### config.mk
export PLATFORM = sky130hd
export DESIGN_NAME = ysyx_bus_rr_arbiter
export DESIGN_NICKNAME = d
export VERILOG_FILES = /design/src/rtl/ysyx_bus_rr_arbiter.sv
export SDC_FILE = /design/constraint.sdc
export NUM_CORES = 1
export LEC_CHECK = 0
export BUFFER_PORTS_ARGS = -buffer_cell sky130_fd_sc_hd__buf_2
export CAP_MARGIN = 10
export CORE_AREA = 5 5 182 184
export CTS_BUF_LIST = sky130_fd_sc_hd__clkbuf_16
export DETAILED_ROUTE_END_ITERATION = 8
export DIE_AREA = 0 0 187 189
export PLACE_DENSITY_LB_ADDON = 0.12
export RECOVER_POWER = 100
export SYNTH_ARGS = -nofsm -noshare
export SYNTH_HDL_FRONTEND = slang
export SYNTH_SLANG_ARGS = --single-unit
### constraint.sdc
create_clock -name clk -period 1.9 [get_ports clk]
set_input_delay 0.19 -clock clk [delete_from_list [all_inputs] [get_ports clk]]
set_output_delay 0.19 -clock clk [all_outputs]
set_load 0.05 [all_outputs]
### src/rtl/ysyx_bus_rr_arbiter.sv
// ysyx_bus_rr_arbiter: shares one AXI4 master between IFU reads and LSU reads/writes; one transaction at a time, writes first, reads round-robin; ports: requester ifu_*/lsu_* handshakes, io_master_* AXI4 master
module ysyx_bus_rr_arbiter #(
  parameter int ADDR_W = 32,
  parameter int DATA_W = 32
) (
  input  logic              clk,
  input  logic              rst,
  input  logic              ifu_arvalid,
  input  logic [ADDR_W-1:0] ifu_araddr,
  output logic              ifu_arready_o,
  output logic              ifu_rvalid_o,
  output logic [DATA_W-1:0] ifu_rdata_o,
  output logic              ifu_rerr_o,
  input  logic              lsu_arvalid,
  input  logic [ADDR_W-1:0] lsu_araddr,
  input  logic [2:0]        lsu_arsize,
  output logic              lsu_arready_o,
  output logic              lsu_rvalid_o,
  output logic [DATA_W-1:0] lsu_rdata_o,
  output logic              lsu_rerr_o,
  input  logic              lsu_awvalid,
  input  logic [ADDR_W-1:0] lsu_awaddr,
  input  logic [2:0]        lsu_awsize,
  input  logic [DATA_W-1:0] lsu_wdata,
  input  logic [3:0]        lsu_wstrb,
  output logic              lsu_awready_o,
  output logic              lsu_bvalid_o,
  output logic              lsu_berr_o,
  output logic              io_master_arvalid,
  input  logic              io_master_arready,
  output logic [ADDR_W-1:0] io_master_araddr,
  output logic [2:0]        io_master_arsize,
  output logic [7:0]        io_master_arlen,
  output logic [1:0]        io_master_arburst,
  output logic [3:0]        io_master_arid,
  input  logic              io_master_rvalid,
  output logic              io_master_rready,
  input  logic [63:0]       io_master_rdata,
  input  logic [1:0]        io_master_rresp,
  input  logic              io_master_rlast,
  input  logic [3:0]        io_master_rid,
  output logic              io_master_awvalid,
  input  logic              io_master_awready,
  output logic [ADDR_W-1:0] io_master_awaddr,
  output logic [2:0]        io_master_awsize,
  output logic [7:0]        io_master_awlen,
  output logic [1:0]        io_master_awburst,
  output logic [3:0]        io_master_awid,
  output logic              io_master_wvalid,
  input  logic              io_master_wready,
  output logic [63:0]       io_master_wdata,
  output logic [7:0]        io_master_wstrb,
  output logic              io_master_wlast,
  input  logic              io_master_bvalid,
  output logic              io_master_bready,
  input  logic [1:0]        io_master_bresp,
  input  logic [3:0]        io_master_bid
);
  typedef enum logic [2:0] {IDLE, RD_A, RD_D, WR_A, WR_B} state_t;
  state_t            state;
  logic              owner_lsu, last_lsu, aw_done, w_done;
  logic [ADDR_W-1:0] addr_q;
  logic [2:0]        size_q;
  logic [DATA_W-1:0] wdata_q;
  logic [3:0]        wstrb_q;
  logic              idle, gnt_w, gnt_l, gnt_i, r_fire, b_fire, aw_n, w_n;
  logic [31:0]       r_lane;
  logic              unused;
  assign unused = ^{io_master_rlast, io_master_rid, io_master_bid};
  // a grant is never offered while reset is pending, so nothing is accepted and then lost
  assign idle  = state == IDLE && !rst;
  assign gnt_w = idle && lsu_awvalid;
  // on a read tie, last_lsu picks whichever requester was not served last
  assign gnt_l = idle && !lsu_awvalid && lsu_arvalid && (!ifu_arvalid || !last_lsu);
  assign gnt_i = idle && !lsu_awvalid && ifu_arvalid && (!lsu_arvalid || last_lsu);
  assign r_fire = state == RD_D && io_master_rvalid;
  assign b_fire = state == WR_B && io_master_bvalid;
  assign aw_n   = aw_done || io_master_awready;
  assign w_n    = w_done || io_master_wready;
  assign r_lane = addr_q[2] ? io_master_rdata[63:32] : io_master_rdata[31:0];
  assign ifu_arready_o = gnt_i;
  assign lsu_arready_o = gnt_l;
  assign lsu_awready_o = gnt_w;
  assign ifu_rvalid_o  = r_fire && !owner_lsu;
  assign lsu_rvalid_o  = r_fire && owner_lsu;
  assign ifu_rdata_o   = ifu_rvalid_o ? r_lane : '0;
  assign lsu_rdata_o   = lsu_rvalid_o ? r_lane : '0;
  assign ifu_rerr_o    = ifu_rvalid_o && io_master_rresp != 2'd0;
  assign lsu_rerr_o    = lsu_rvalid_o && io_master_rresp != 2'd0;
  assign lsu_bvalid_o  = b_fire;
  assign lsu_berr_o    = b_fire && io_master_bresp != 2'd0;
  assign io_master_arvalid = state == RD_A;
  assign io_master_araddr  = addr_q;
  assign io_master_arsize  = size_q;
  assign io_master_arlen   = 8'd0;
  assign io_master_arburst = 2'b01;
  assign io_master_arid    = 4'd0;
  assign io_master_rready  = state == RD_D;
  assign io_master_awvalid = state == WR_A && !aw_done;
  assign io_master_awaddr  = addr_q;
  assign io_master_awsize  = size_q;
  assign io_master_awlen   = 8'd0;
  assign io_master_awburst = 2'b01;
  assign io_master_awid    = 4'd0;
  assign io_master_wvalid  = state == WR_A && !w_done;
  assign io_master_wdata   = {wdata_q, wdata_q};
  assign io_master_wstrb   = addr_q[2] ? {wstrb_q, 4'b0} : {4'b0, wstrb_q};
  assign io_master_wlast   = 1'b1;
  assign io_master_bready  = state == WR_B;
  always_ff @(posedge clk) begin
    if (rst) begin
      state     <= IDLE;
      owner_lsu <= 1'b0;
      last_lsu  <= 1'b0;
      aw_done   <= 1'b0;
      w_done    <= 1'b0;
      addr_q    <= '0;
      size_q    <= '0;
      wdata_q   <= '0;
      wstrb_q   <= '0;
    end else begin
      case (state)
        IDLE: begin
          if (gnt_w) begin
            addr_q  <= lsu_awaddr;
            size_q  <= lsu_awsize;
            wdata_q <= lsu_wdata;
            wstrb_q <= lsu_wstrb;
            aw_done <= 1'b0;
            w_done  <= 1'b0;
            state   <= WR_A;
          end else if (gnt_l || gnt_i) begin
            addr_q    <= gnt_l ? lsu_araddr : ifu_araddr;
            size_q    <= gnt_l ? lsu_arsize : 3'd2;
            owner_lsu <= gnt_l;
            last_lsu  <= gnt_l;
            state     <= RD_A;
          end
        end
        RD_A: state <= io_master_arready ? RD_D : RD_A;
        RD_D: state <= io_master_rvalid ? IDLE : RD_D;
        WR_A: begin
          aw_done <= aw_n && !w_n;
          w_done  <= w_n && !aw_n;
          state   <= aw_n && w_n ? WR_B : WR_A;
        end
        WR_B: state <= io_master_bvalid ? IDLE : WR_B;
        default: state <= IDLE;
      endcase
    end
  end
endmodule

# After elaboration in Yosys (flattened, before gate mapping)
# Index checks and enable logic that the tools add are counted.
[classes]
n_eq_ne = 6
mux = 20
n_bitwise = 1
n_reduce_logical = 42
[op_table]
columns = ["op", "n"]
rows = [
  ["$mux 32", 6],
  ["$mux 3", 7],
  ["$logic_and 1x1->1", 19],
  ["$pmux 3 s5", 1],
  ["$logic_not 1->1", 9],
  ["$mux 8", 1],
  ["$reduce_bool 2->1", 4],
  ["$eq 3x2->1 const B", 2],
  ["$reduce_and 2->1", 3],
  ["$logic_or 1x1->1", 5],
  ["$mux 2", 2],
  ["$pmux 1 s2", 2],
  ["$eq 3x1->1 const B", 1],
  ["$eq 3x3->1 const B", 1],
  ["$logic_not 3->1", 1],
  ["$ne 3x2->1 const B", 1],
  ["$reduce_and 3->1", 1],
  ["$ne 2x2->1 const B", 1],
  ["$mux 1", 1],
  ["$not 1->1", 1],
]
[word_totals]
ff_bits = 77
out_inout_bits = 249
elab_cells = 77

# Longest topological paths before layout
# Gate-level depths: netlist of the first run.
[depth]
ltp_word = 9
mapped_depth = 8
depth_no_buf = 5

# Worst setup path before layout of the first run
# No wires, ideal clock.
[synth_timing]
path_type = "reg2out"
from = "register addr_q[2] (netlist: io_master_araddr[2])"
to = "output ifu_rdata_o[11]"
arrival_ps = 2178
setup_slack_ps = -468
path_stages_with_launch = 5
path_cell_list = "dfxtp_1 clkbuf_1 clkbuf_1 mux2i_1 nor2_1"
[synth_via]
elab_chain_len = 2
[synth_lines]
columns = ["item", "line_no", "rtl"]
rows = [
  ["start: declaration", "62", "logic [ADDR_W-1:0] addr_q;"],
  ["start signal: assignment", "125", "addr_q <= lsu_awaddr;"],
  ["start signal: assignment", "133", "addr_q <= gnt_l ? lsu_araddr : ifu_araddr;"],
  ["$mux 32", "80", "assign r_lane = addr_q[2] ? io_master_rdata[63:32] : io_master_rdata[31:0];"],
  ["$mux 32", "86", "assign ifu_rdata_o = ifu_rvalid_o ? r_lane : '0;"],
  ["end: declaration", "12", "output logic [DATA_W-1:0] ifu_rdata_o,"],
]
# No other way between the ends.

# Final worst setup path of the first run
[layout_timing]
from = "register state[2]"
to = "output ifu_rdata_o[4]"
[layout_via]
elab_chain_len = 4
[layout_lines]
columns = ["item", "line_no", "rtl"]
rows = [
  ["start: declaration", "60", "state_t state;"],
  ["start signal: assignment", "140", "RD_A: state <= io_master_arready ? RD_D : RD_A;"],
  ["start signal: assignment", "141", "RD_D: state <= io_master_rvalid ? IDLE : RD_D;"],
  ["start signal: assignment", "145", "state <= aw_n && w_n ? WR_B : WR_A;"],
  ["$eq 3x2->1", "76", "assign r_fire = state == RD_D && io_master_rvalid;"],
  ["$logic_and 1x1->1", "76", ""],
  ["$logic_and 1x1->1", "84", "assign ifu_rvalid_o = r_fire && !owner_lsu;"],
  ["$mux 32", "86", ""],
]
# No other way between the ends.

==> metrics.md, run 1 <==
| Metric | Value |
|---|---|
| Status | finished with violations |
| Failing checks | negative setup slack |
| Vias in the first global route | 5588 |
| Drt wl/cell | 18.1 um |
| GRT Residual Overflow | 0 |
| Fill cell count | 3337 |
| WS Path Type | flip-flop to output port |
| DR vias | 5526 |
| Cell area after synthesis | 4730 um2 |
| CTS Buf Count | 9 |
| Power density relative to cell area | 709 nW/um2 |
| Max Transition Viols Final | 0 |
| Worst VDD drop | 345 uV |
| Antenna viol nets, final | 0 |
| FF/Latch Area | 1540 um2 |
| Placed Cells | 1355 |
| Yosys warns | 0 |
| Setup ws final | -0.251 ns |
| RSZ-0062 raised after global routing | yes |
| CORE AREA | 31200 um2 |
| Fmax | 465 MHz |
| Worst EP arrival | 1.96 ns |
| DR DRC count | 0 |
| # IOs | 474 |
| CP Capture Type | output port |
| Commonest non-fill, non-tap cell in the layout | buf_2 |
| Hold WC Path Type | input port to flip-flop |
| Initial Utilization | 0.151 |
| CP startpoint kind | flip-flop |
| Endpoints failing hold | 0 |
| GR Layer Usage met1 | 0.143 |
| CP required | 1.71 ns |
| Max-cap violation count | 0 |
| Layout cells sized above 1 | 0.509 |
| CTS clk-pin slew, worst paths | 0.07 ns |
| CTS sink count | 77 |
| Die W | 187 um |
| Synth unique cells | 41 |
| Setup TNS | -19.35 ns |
| Std cell rows | 65 |
| 1st-iter DRT viols | 166 |
| Chip height | 189 um |
| Static Leak | 3.66 nW |
| Die area | 35300 um2 |
| Cells after synthesis | 596 |
| Commonest cells after routing, fill and taps aside | 216 x buf_2, 138 x clkbuf_1, 75 x dfxtp_1 |
| Hold buffers post-CTS | 0 |
| Final Non-Filler Cells | 1396 |
| H-tree depth | 3 |
| Routability congestion estimate | 0.707 |
| Final Core Density | 0.292 |
| Largest net degree at the start of global routing | 57 |
| Initial antenna violation count | 5 |
| WL final | 25.3 mm |
| Worst-margin pin slew | 0.636 ns |
| Worst rel slew slack | 0.564 |
| Syn avg cell area | 7.94 um2 |
| First-pass GRT wire length | 35.3 mm |
| Period Utilization, post-route | 1.13 |
| GR peak layer | met2 |
| Nets@finish | 1212 |
| Met2 Track Usage GR | 0.251 |
| Drt first pass iters | 6 |
| Max Root-Sink Buffers | 2 |
| Seq cells post-synth | 77 |
| Min Tclk post-route | 2.15 ns |
| Avg Vias per Cell | 3.96 |
| CTS root buffer | clkbuf_16 |
| Met3 Track Usage GR | 0.0337 |
| Clk_skew | 0.0129 ns |
| GRT Total Usage | 0.131 |
| Register area share after synthesis | 0.326 |
| IO buf count | 435 |
| Footprint of the multi-input gates | 3210 um2 |
| Clk_lat worst skew | 0.35 ns |
| TritonCTS clock tree | done |
| Area Growth Syn to Fin | 92.7% |
| HPWL after DPL | 18.2 mm |
| Critical Path Fanout Max | 8 |
| Finish-stage setup viols | 103 |
final cells by class:
| cell class | instances | share of cell area |
|---|---|---|
| inverters | 10 | 0.00453 |
| clock inverters | 7 | 0.00879 |
| repair buffers | 494 | 0.384 |
| clock buffers | 9 | 0.0247 |
| multi-input cells | 395 | 0.353 |
| well taps | 402 | 0.0552 |
| flip-flops and latches | 77 | 0.169 |
| diodes | 2 | 0.000549 |
final timing paths:
path,depth (start not counted),slack [ns],from,to
worst max-delay path,6,-0.25,state[2]$_SDFFE_PP0P_,ifu_rdata_o[4]
worst min-delay path,3,0.04,lsu_wdata[5],wdata_q[5]$_SDFFE_PP0P_
worst max register to register,6,-0.22,state[2]$_SDFFE_PP0P_,io_master_araddr[31]$_SDFFE_PP0P_
worst min register to register,2,0.48,wstrb_q[0]$_SDFFE_PP0P_,wstrb_q[0]$_SDFFE_PP0P_
through the flow:
| stage | setup WS (ns) | hold WS, ns | area [um2] | power (mW) |
|---|---|---|---|---|
| 2_1_floorplan | -0.247 | 0.299 | 5100 | 3.86 |
| 3_3_place_gp | -0.228 | 0.384 | 7230 | 4.43 |
| 3_5_place_dp | -0.230 | 0.388 | 7230 | 4.42 |
| 4_1_cts | -0.270 | 0.0155 | 8940 | 6.57 |
| 5_1_grt | -0.305 | 0.0271 | 9110 | 6.77 |
| 6_report | -0.251 | 0.0376 | 9110 | 6.46 |
routing by layer:
| layer | part of all wire | wire (um) |
|---|---|---|
| met2 | 0.53 | 13300 |
| met3 | 0.070 | 1770 |
| met5 | 0.0015 | 37 |
| met1 | 0.38 | 9550 |
| met4 | 0.024 | 603 |
sequential cells by signal, indices dropped and copies added, names as in the netlist:
| register | cells |
|---|---|
| w_done | 1 |
| aw_done | 1 |
| wstrb_q | 4 |
| io_master_arsize | 3 |
| io_master_araddr | 32 |
| wdata_q | 32 |
| state | 3 |
| last_lsu | 1 |
what timing repair did:
action | in CTS | in global routing
buffers inserted | 10 | 2
setup endpoints to repair | 103 | 109
gates cloned | 12 | 2
pin swaps | 17 | 31
gates resized for setup | 265 | 76
worst max-delay path: stages, from the launching register on:
cell	delay, ns
dfxtp_2	0.33
buf_6	0.11
or2b_1	0.23
or3_4	0.45
clkbuf_16	0.23
nor2_4	0.10
buf_8	0.15
cells in the mapped netlist, drive strengths merged:
cell / count / share of area
nor2: 80 / 0.063
or2b: 1 / 0.0016
a32oi: 1 / 0.0019
buf: 109 / 0.18
dfxtp: 77 / 0.33
o211ai: 2 / 0.0032
o31a: 1 / 0.0021
o22ai: 33 / 0.044
a21oi: 6 / 0.0063
nand3b: 1 / 0.0016
or3: 1 / 0.0013
a22oi: 32 / 0.051
a211oi: 1 / 0.0016
clkbuf: 32 / 0.025
o2111ai: 1 / 0.0019
or4: 2 / 0.0040
mux2i: 64 / 0.14
and2: 5 / 0.0066
nor2b: 4 / 0.0053
nor3: 5 / 0.0053
a222oi: 1 / 0.0021
o221ai: 1 / 0.0019
nand3: 1 / 0.0011
inv: 9 / 0.0071
nand2: 75 / 0.060
clkinv: 1 / 0.00079
nor4: 1 / 0.0013
and3: 1 / 0.0013
a31oi: 2 / 0.0026
o21a: 2 / 0.0032
nand2b: 3 / 0.0040
o21ai: 37 / 0.039
conb: 2 / 0.0016
a2111oi: 2 / 0.0077
where the power goes:
part	switching, mW	leakage, nW	internal, mW
clock network	0.777	0.150	1.04
logic	1.97	2.88	0.783
registers	0.131	0.632	1.76
cells by family (layout without fill, tap and decap cells):
family | after synthesis | in the layout | share of synthesized area
AO/OA/AOI/OAI | 122 | 122 | 0.168
multiplexers | 64 | 64 | 0.135
flip-flops | 77 | 77 | 0.326
AND/OR/NAND/NOR | 180 | 180 | 0.156
buffers and inverters | 151 | 520 | 0.213
other | 2 | 31 | 0.00159
(Power assumes the default switching activity.)
==> run 2: changes to the inputs <==
==> constraint.sdc (replaced) <==
create_clock -name clk -period 2.5 [get_ports clk]
set_input_delay 0.25 -clock clk [delete_from_list [all_inputs] [get_ports clk]]
set_output_delay 0.25 -clock clk [all_outputs]
set_load 0.05 [all_outputs]
==> run 2 against run 1 <==
  * Worst hold slack improved by 0.059 ns
  * Critical endpoint is now ifu_rerr_o
  * Register-to-register slack gained 0.39 ns
  * Highest routed layer unchanged
  * Worst setup slack better by 0.37 ns
  * The flow now finishes without violations
==> metrics.md, run 2 (same netlist as run 1, synthesis figures left out) <==
| Metric | Value |
|---|---|
| Status | finished, final reports clean (was finished with violations) |
| CTS root buffer | clkbuf_16 (unchanged) |
| Worst rel slew slack | 0.355 (was 0.564) |
| Layout cells sized above 1 | 0.344 (was 0.509) |
| HPWL after DPL | 18.3 mm (was 18.2 mm) |
| Finish-stage setup viols | 0 (was 103) |
| Largest net degree at the start of global routing | 51 (was 57) |
| WS Path Type | flip-flop to output port (unchanged) |
| DR DRC count | 0 (unchanged) |
| Static Leak | 3.04 nW (was 3.66 nW) |
| Routability congestion estimate | 0.767 (was 0.707) |
| Drt first pass iters | 4 (was 6) |
| Commonest non-fill, non-tap cell in the layout | buf_2 (unchanged) |
| CP required | 2.25 ns (was 1.71 ns) |
| Chip height | 189 um (unchanged) |
| Fmax | 420 MHz |
| Std cell rows | 65 (unchanged) |
| Period Utilization, post-route | 0.952 |
| DR vias | 5319 (was 5526) |
| Setup WS pre-CTS | 0.331 ns (was -0.230 ns) |
| CTS Buf Count | 9 (unchanged) |
| GRT Residual Overflow | 0 (unchanged) |
| Avg Vias per Cell | 3.89 (was 3.96) |
| Worst VDD drop | 270 uV (was 345 uV) |
| 1st-iter DRT viols | 193 (was 166) |
| CP startpoint kind | flip-flop (unchanged) |
| Clk_lat worst skew | 0.35 ns (about the same) |
| CTS clk-pin slew, worst paths | 0.07 ns (about the same) |
| Initial Utilization | 0.151 (unchanged) |
| Fill cell count | 3657 (was 3337) |
| Endpoints failing hold | 0 (unchanged) |
| Commonest cells after routing, fill and taps aside | 237 x buf_2, 153 x clkbuf_1, 80 x nor2_1 (was 216 x buf_2, 138 x clkbuf_1, 75 x dfxtp_1) |
| Setup ws final | 0.120 ns (was -0.251 ns) |
| # IOs | 474 (unchanged) |
| Power density relative to cell area | 652 nW/um2 (was 709 nW/um2) |
| IO buf count | 435 (unchanged) |
| Max-cap violation count | 0 (unchanged) |
| Initial antenna violation count | 4 (was 5) |
| Nets@finish | 1184 (was 1212) |
| CORE AREA | 31200 um2 (unchanged) |
| WL final | 22.5 mm (was 25.3 mm) |
| Area Growth Syn to Fin | 46.4% (was 92.7%) |
| Die W | 187 um (unchanged) |
| CTS sink count | 77 (unchanged) |
| Setup TNS | 0 ns (was -19.35 ns) |
| CP Capture Type | output port (unchanged) |
| Worst EP arrival | 2.13 ns (was 1.96 ns) |
| Antenna fix cells | 0 (was 2) |
| First-pass GRT wire length | 32.3 mm (was 35.3 mm) |
| Placed Cells | 1349 (was 1355) |
| Final Non-Filler Cells | 1366 (was 1396) |
| GRT Total Usage | 0.117 (was 0.131) |
| Worst-margin pin slew | 0.968 ns (was 0.636 ns) |
| Clk_skew | 0.0150 ns (was 0.0129 ns) |
| H-tree depth | 3 (unchanged) |
| Design area | 6930 um2 (was 9110 um2) |
| Die area | 35300 um2 (unchanged) |
| Vias in the first global route | 5410 (was 5588) |
| Max Transition Viols Final | 0 (unchanged) |
| Critical Path Fanout Max | 34 (was 8) |
| TritonCTS clock tree | done (unchanged) |
| Hold WC Path Type | input port to flip-flop (unchanged) |
| Cell area after placement | 6810 um2 (was 7230 um2) |
| Min Tclk post-route | 2.38 ns |
| Drt wl/cell | 16.4 um (was 18.1 um) |
| Antenna viol nets, final | 0 (unchanged) |
| RSZ-0062 raised after global routing | no (was yes) |
| Max Root-Sink Buffers | 2 (unchanged) |
| Reg2Reg Setup Slack | 0.17 ns (was -0.22 ns) |
[run 2: cell types whose count changed in the layout (fill, tap and decap cells not counted), sizes merged]
| cell | previous run | this run |
|---|---|---|
| clkinvlp | 0 | 3 |
| clkinv | 3 | 2 |
| clkbuf | 164 | 213 |
| diode | 2 | 0 |
| inv | 13 | 11 |
| buf | 339 | 262 |
[run 2: where the power goes]
part | internal, mW | switching (mW) | leakage, nW
logic | 0.415 | 1.33 | 2.26
clock network | 0.769 | 0.559 | 0.140
registers | 1.34 | 0.106 | 0.631
[run 2: cell type report]
| class | instances | area [um2] | share of cell area |
|---|---|---|---|
| Clock buffer | 9 | 225 | 0.0325 |
| Sequential cell | 77 | 1540 | 0.223 |
| Timing Repair Buffer | 466 | 2260 | 0.327 |
| Clock inverter | 7 | 68.8 | 0.00994 |
| Multi-Input combinational cell | 395 | 2280 | 0.330 |
| Inverter | 10 | 38.8 | 0.00560 |
| Tap cell | 402 | 503 | 0.0726 |
[run 2: path summary, 6_finish.rpt]
kind                                               start                                 to  depth (start not counted)
worst max-delay path               state[1]$_SDFFE_PP0P_                         ifu_rerr_o                          6
worst max register to register     state[2]$_SDFFE_PP0P_  io_master_araddr[10]$_SDFFE_PP0P_                          5
worst min register to register  wdata_q[23]$_SDFFE_PP0P_           wdata_q[23]$_SDFFE_PP0P_                          2
worst min-delay path                        lsu_wdata[1]            wdata_q[1]$_SDFFE_PP0P_                          3
[run 2: critical path, cell delays in order, from the launching register on]
cell	delay [ns]
dfxtp_1	0.33
buf_4	0.16
or2b_1	0.26
or3_1	0.34
buf_4	0.25
nor2_1	0.15
buf_2	0.28
[run 2: stage by stage]
| stage | utilization | power [mW] | hold slack [ns] |
|---|---|---|---|
| floorplan | - | 2.89 | 0.359 |
| detailed placement | 0.218 | 3.29 | 0.448 |
| finish | 0.222 | 4.51 | 0.0962 |
| global placement | 0.218 | 3.30 | 0.447 |
| global route | 0.222 | 4.77 | 0.0811 |
| CTS | 0.227 | 4.67 | 0.0703 |
[run 2: metal layers]
metal  track usage  up-vias  part of all wire
met5             0        -           0.00094
met3        0.0452       23             0.092
met4        0.0319        4             0.017
met2         0.205      281              0.50
li1              -     2647                 -
met1         0.134     2364              0.39
[run 2: repair_timing]
action | 4_1_cts | 5_1_grt
hold endpoints to repair | 0 | 0
hold buffers | 0 | 0
setup endpoints to repair | 1 | 8
cloned | 0 | 1
resized for setup | 1 | 10
pin swaps | 0 | 1
setup buffers | 0 | 0
==> run 3: changes to the inputs <==
==> constraint.sdc (replaced) <==
create_clock -name clk -period 2.65 [get_ports clk]
set_input_delay 0.265 -clock clk [delete_from_list [all_inputs] [get_ports clk]]
set_output_delay 0.265 -clock clk [all_outputs]
set_load 0.05 [all_outputs]
==> run 3 against run 2 <==
  * Critical path depth down 2
  * Wire length up 1.2%
  * Largest power group unchanged
  * First-iteration DRC count down 2.6%
  * Cell count down 0.51%
  * Sequential power down 5%
  * Global-route usage up 0.17 points
  * Worst setup slack better by 0.051 ns
==> metrics.md, run 3 (same netlist as run 1, synthesis figures left out) <==
| Metric | Value |
|---|---|
| Status | finished, final reports clean (unchanged) |
| Hold Path Stages | 3 (unchanged) |
| Worst-margin pin slew | 0.879 ns (was 0.968 ns) |
| Avg Vias per Cell | 3.88 (was 3.89) |
| Setup WS pre-CTS | 0.335 ns (was 0.331 ns) |
| Antenna viol nets, final | 0 (unchanged) |
| Period Utilization, post-route | 0.935 |
| Fill cell count | 3624 (was 3657) |
| Area Growth Syn to Fin | 45.3% (was 46.4%) |
| GRT Total Usage | 0.119 (was 0.117) |
| Max Transition Viols Final | 0 (unchanged) |
| Buf+Inv Stages, Crit Path | 2 (was 3) |
| Switching part of the total power | 0.437 (was 0.442) |
| R2R cell count | 5 (unchanged) |
| Max Root-Sink Buffers | 2 (unchanged) |
| Setup ws final | 0.171 ns (was 0.120 ns) |
| Setup TNS | 0 ns (unchanged) |
| TritonCTS clock tree | done (unchanged) |
| CP Capture Type | output port (unchanged) |
| Antenna fix cells | 0 (unchanged) |
| CTS Buf Count | 9 (unchanged) |
| Setup Buffers After CTS | 0 (unchanged) |
| Commonest non-fill, non-tap cell in the layout | buf_2 (unchanged) |
| Cell area after placement | 6740 um2 (was 6810 um2) |
| DR DRC count | 0 (unchanged) |
| CP startpoint kind | flip-flop (unchanged) |
| Net Sw Power | 1.91 mW (was 1.99 mW) |
| P_int | 2.46 mW (was 2.52 mW) |
| WS Path Type | flip-flop to output port (unchanged) |
| CTS clk-pin slew, worst paths | 0.07 ns (about the same) |
| Finish-stage setup viols | 0 (unchanged) |
| RSZ-0062 raised after global routing | no (unchanged) |
| Clk_skew | 0.0136 ns (was 0.0150 ns) |
| Hold WC Path Type | input port to flip-flop (unchanged) |
| Worst rel slew slack | 0.414 (was 0.355) |
| CP delay by family, top | simple AND/OR/NAND/NOR gates (unchanged) |
| Vias in the first global route | 5348 (was 5410) |
| Power density relative to cell area | 635 nW/um2 (was 652 nW/um2) |
| Clock share of power | 0.316 (was 0.294) |
| Reg power frac | 0.313 (was 0.320) |
| WL final | 22.7 mm (was 22.5 mm) |
| Fmax | 403 MHz |
| Die area | 35300 um2 (unchanged) |
| Static Leak | 3.01 nW (was 3.04 nW) |
| Initial Utilization | 0.151 (unchanged) |
| Critical Path Fanout Max | 15 (was 34) |
| Initial antenna violation count | 3 (was 4) |
| 1st-iter DRT viols | 188 (was 193) |
| Worst EP arrival | 2.21 ns (was 2.13 ns) |
| DR vias | 5273 (was 5319) |
| Tot Pwr | 4.36 mW (was 4.51 mW) |
| Critical path's slowest cell | or4_4 (was or3_1) |
| Drt first pass iters | 4 (unchanged) |
| Worst VDD drop | 262 uV (was 270 uV) |
| # IOs | 474 (unchanged) |
| CTS root buffer | clkbuf_16 (unchanged) |
| IO buf count | 435 (unchanged) |
| CP max stage delay | 0.60 ns (was 0.34 ns) |
| Crit path cell chain | or4_4 -> a2111oi_4 -> clkbuf_16 -> buf_4 (was buf_4 -> or2b_1 -> or3_1 -> buf_4 -> nor2_1 -> buf_2) |
| Max-cap violation count | 0 (unchanged) |
| Crit. path cell count | 4 (was 6) |
| Hold Slack | 0.113 ns (was 0.0962 ns) |
| Min Tclk post-route | 2.48 ns |
| Layout cells sized above 1 | 0.346 (was 0.344) |
| Die W | 187 um (unchanged) |
| Largest net degree at the start of global routing | 48 (was 51) |
| Std cell rows | 65 (unchanged) |
| Routability congestion estimate | 0.792 (was 0.767) |
| Design area | 6880 um2 (was 6930 um2) |
| Nets@finish | 1177 (was 1184) |
| CORE AREA | 31200 um2 (unchanged) |
| Comb pwr share | 0.371 (was 0.386) |
| H-tree depth | 3 (unchanged) |
| Clk_lat worst skew | 0.35 ns (about the same) |
| Endpoints failing hold | 0 (unchanged) |
| Chip height | 189 um (unchanged) |
| CTS sink count | 77 (unchanged) |
| Commonest cells after routing, fill and taps aside | 219 x buf_2, 148 x clkbuf_1, 80 x nor2_1 (was 237 x buf_2, 153 x clkbuf_1, 80 x nor2_1) |
| HPWL after DPL | 18.2 mm (was 18.3 mm) |
| GRT Residual Overflow | 0 (unchanged) |
| CP required | 2.38 ns (was 2.25 ns) |
| First-pass GRT wire length | 32.7 mm (was 32.3 mm) |
| Drt wl/cell | 16.7 um (was 16.4 um) |
## run 3: per-stage QoR
| stage | util | std cells |
|---|---|---|
| 4_1_cts | 0.226 | 1358 |
| 5_1_grt | 0.220 | 1359 |
| 2_1_floorplan | - | 623 |
| 6_report | 0.220 | 1359 |
| 3_5_place_dp | 0.216 | 1342 |
| 3_3_place_gp | 0.216 | 1342 |
## run 3: layer usage
metal	up-vias	GRT usage	part of all wire	routed length (um)
li1	2624	-	-	-
met1	2350	0.135	0.39	8770
met2	278	0.217	0.51	11700
met3	17	0.0407	0.089	2030
met4	4	0.0233	0.0095	216
met5	-	0	0.00062	14
## run 3: final timing paths
| check | start | to | slack [ns] |
|---|---|---|---|
| max | state[1]$_SDFFE_PP0P_ | lsu_arready_o | 0.17 |
| min | lsu_wdata[1] | wdata_q[1]$_SDFFE_PP0P_ | 0.11 |
| max reg2reg | state[1]$_SDFFE_PP0P_ | io_master_araddr[4]$_SDFFE_PP0P_ | 0.24 |
| min reg2reg | wstrb_q[0]$_SDFFE_PP0P_ | wstrb_q[0]$_SDFFE_PP0P_ | 0.47 |
## run 3: power by group through the flow
stage	Clock, mW	Combinational [mW]	Sequential, mW
floorplan	0	1.05	1.67
global placement	0	1.70	1.39
detailed placement	0	1.69	1.39
CTS	1.45	1.69	1.37
global route	1.50	1.72	1.39
finish	1.38	1.62	1.37
## run 3: cell type report
type                            instances  area, um2  area share
Clock inverter                          7       91.3      0.0133
Sequential cell                        77       1540       0.224
Clock buffer                            9        225      0.0328
Inverter                               10       38.8     0.00564
Timing Repair Buffer                  459       2180       0.318
Tap cell                              402        503      0.0732
Multi-Input combinational cell        395       2290       0.333
## run 3: worst reg2reg max path, stage by stage, from the launching register on
cell and delay [ns]:
dfxtp_1 0.41, or4_4 0.61, a2111oi_4 0.34, clkbuf_2 0.57, mux2i_1 0.28, o22ai_1 0.10
## run 3: what timing repair did
| action | 4_1_cts | 5_1_grt |
|---|---|---|
| hold buffers | 0 | 0 |
| gates resized for setup | 2 | 1 |
| setup endpoints to repair | 2 | 1 |
| cloned | 0 | 1 |
| pin swaps | 0 | 1 |
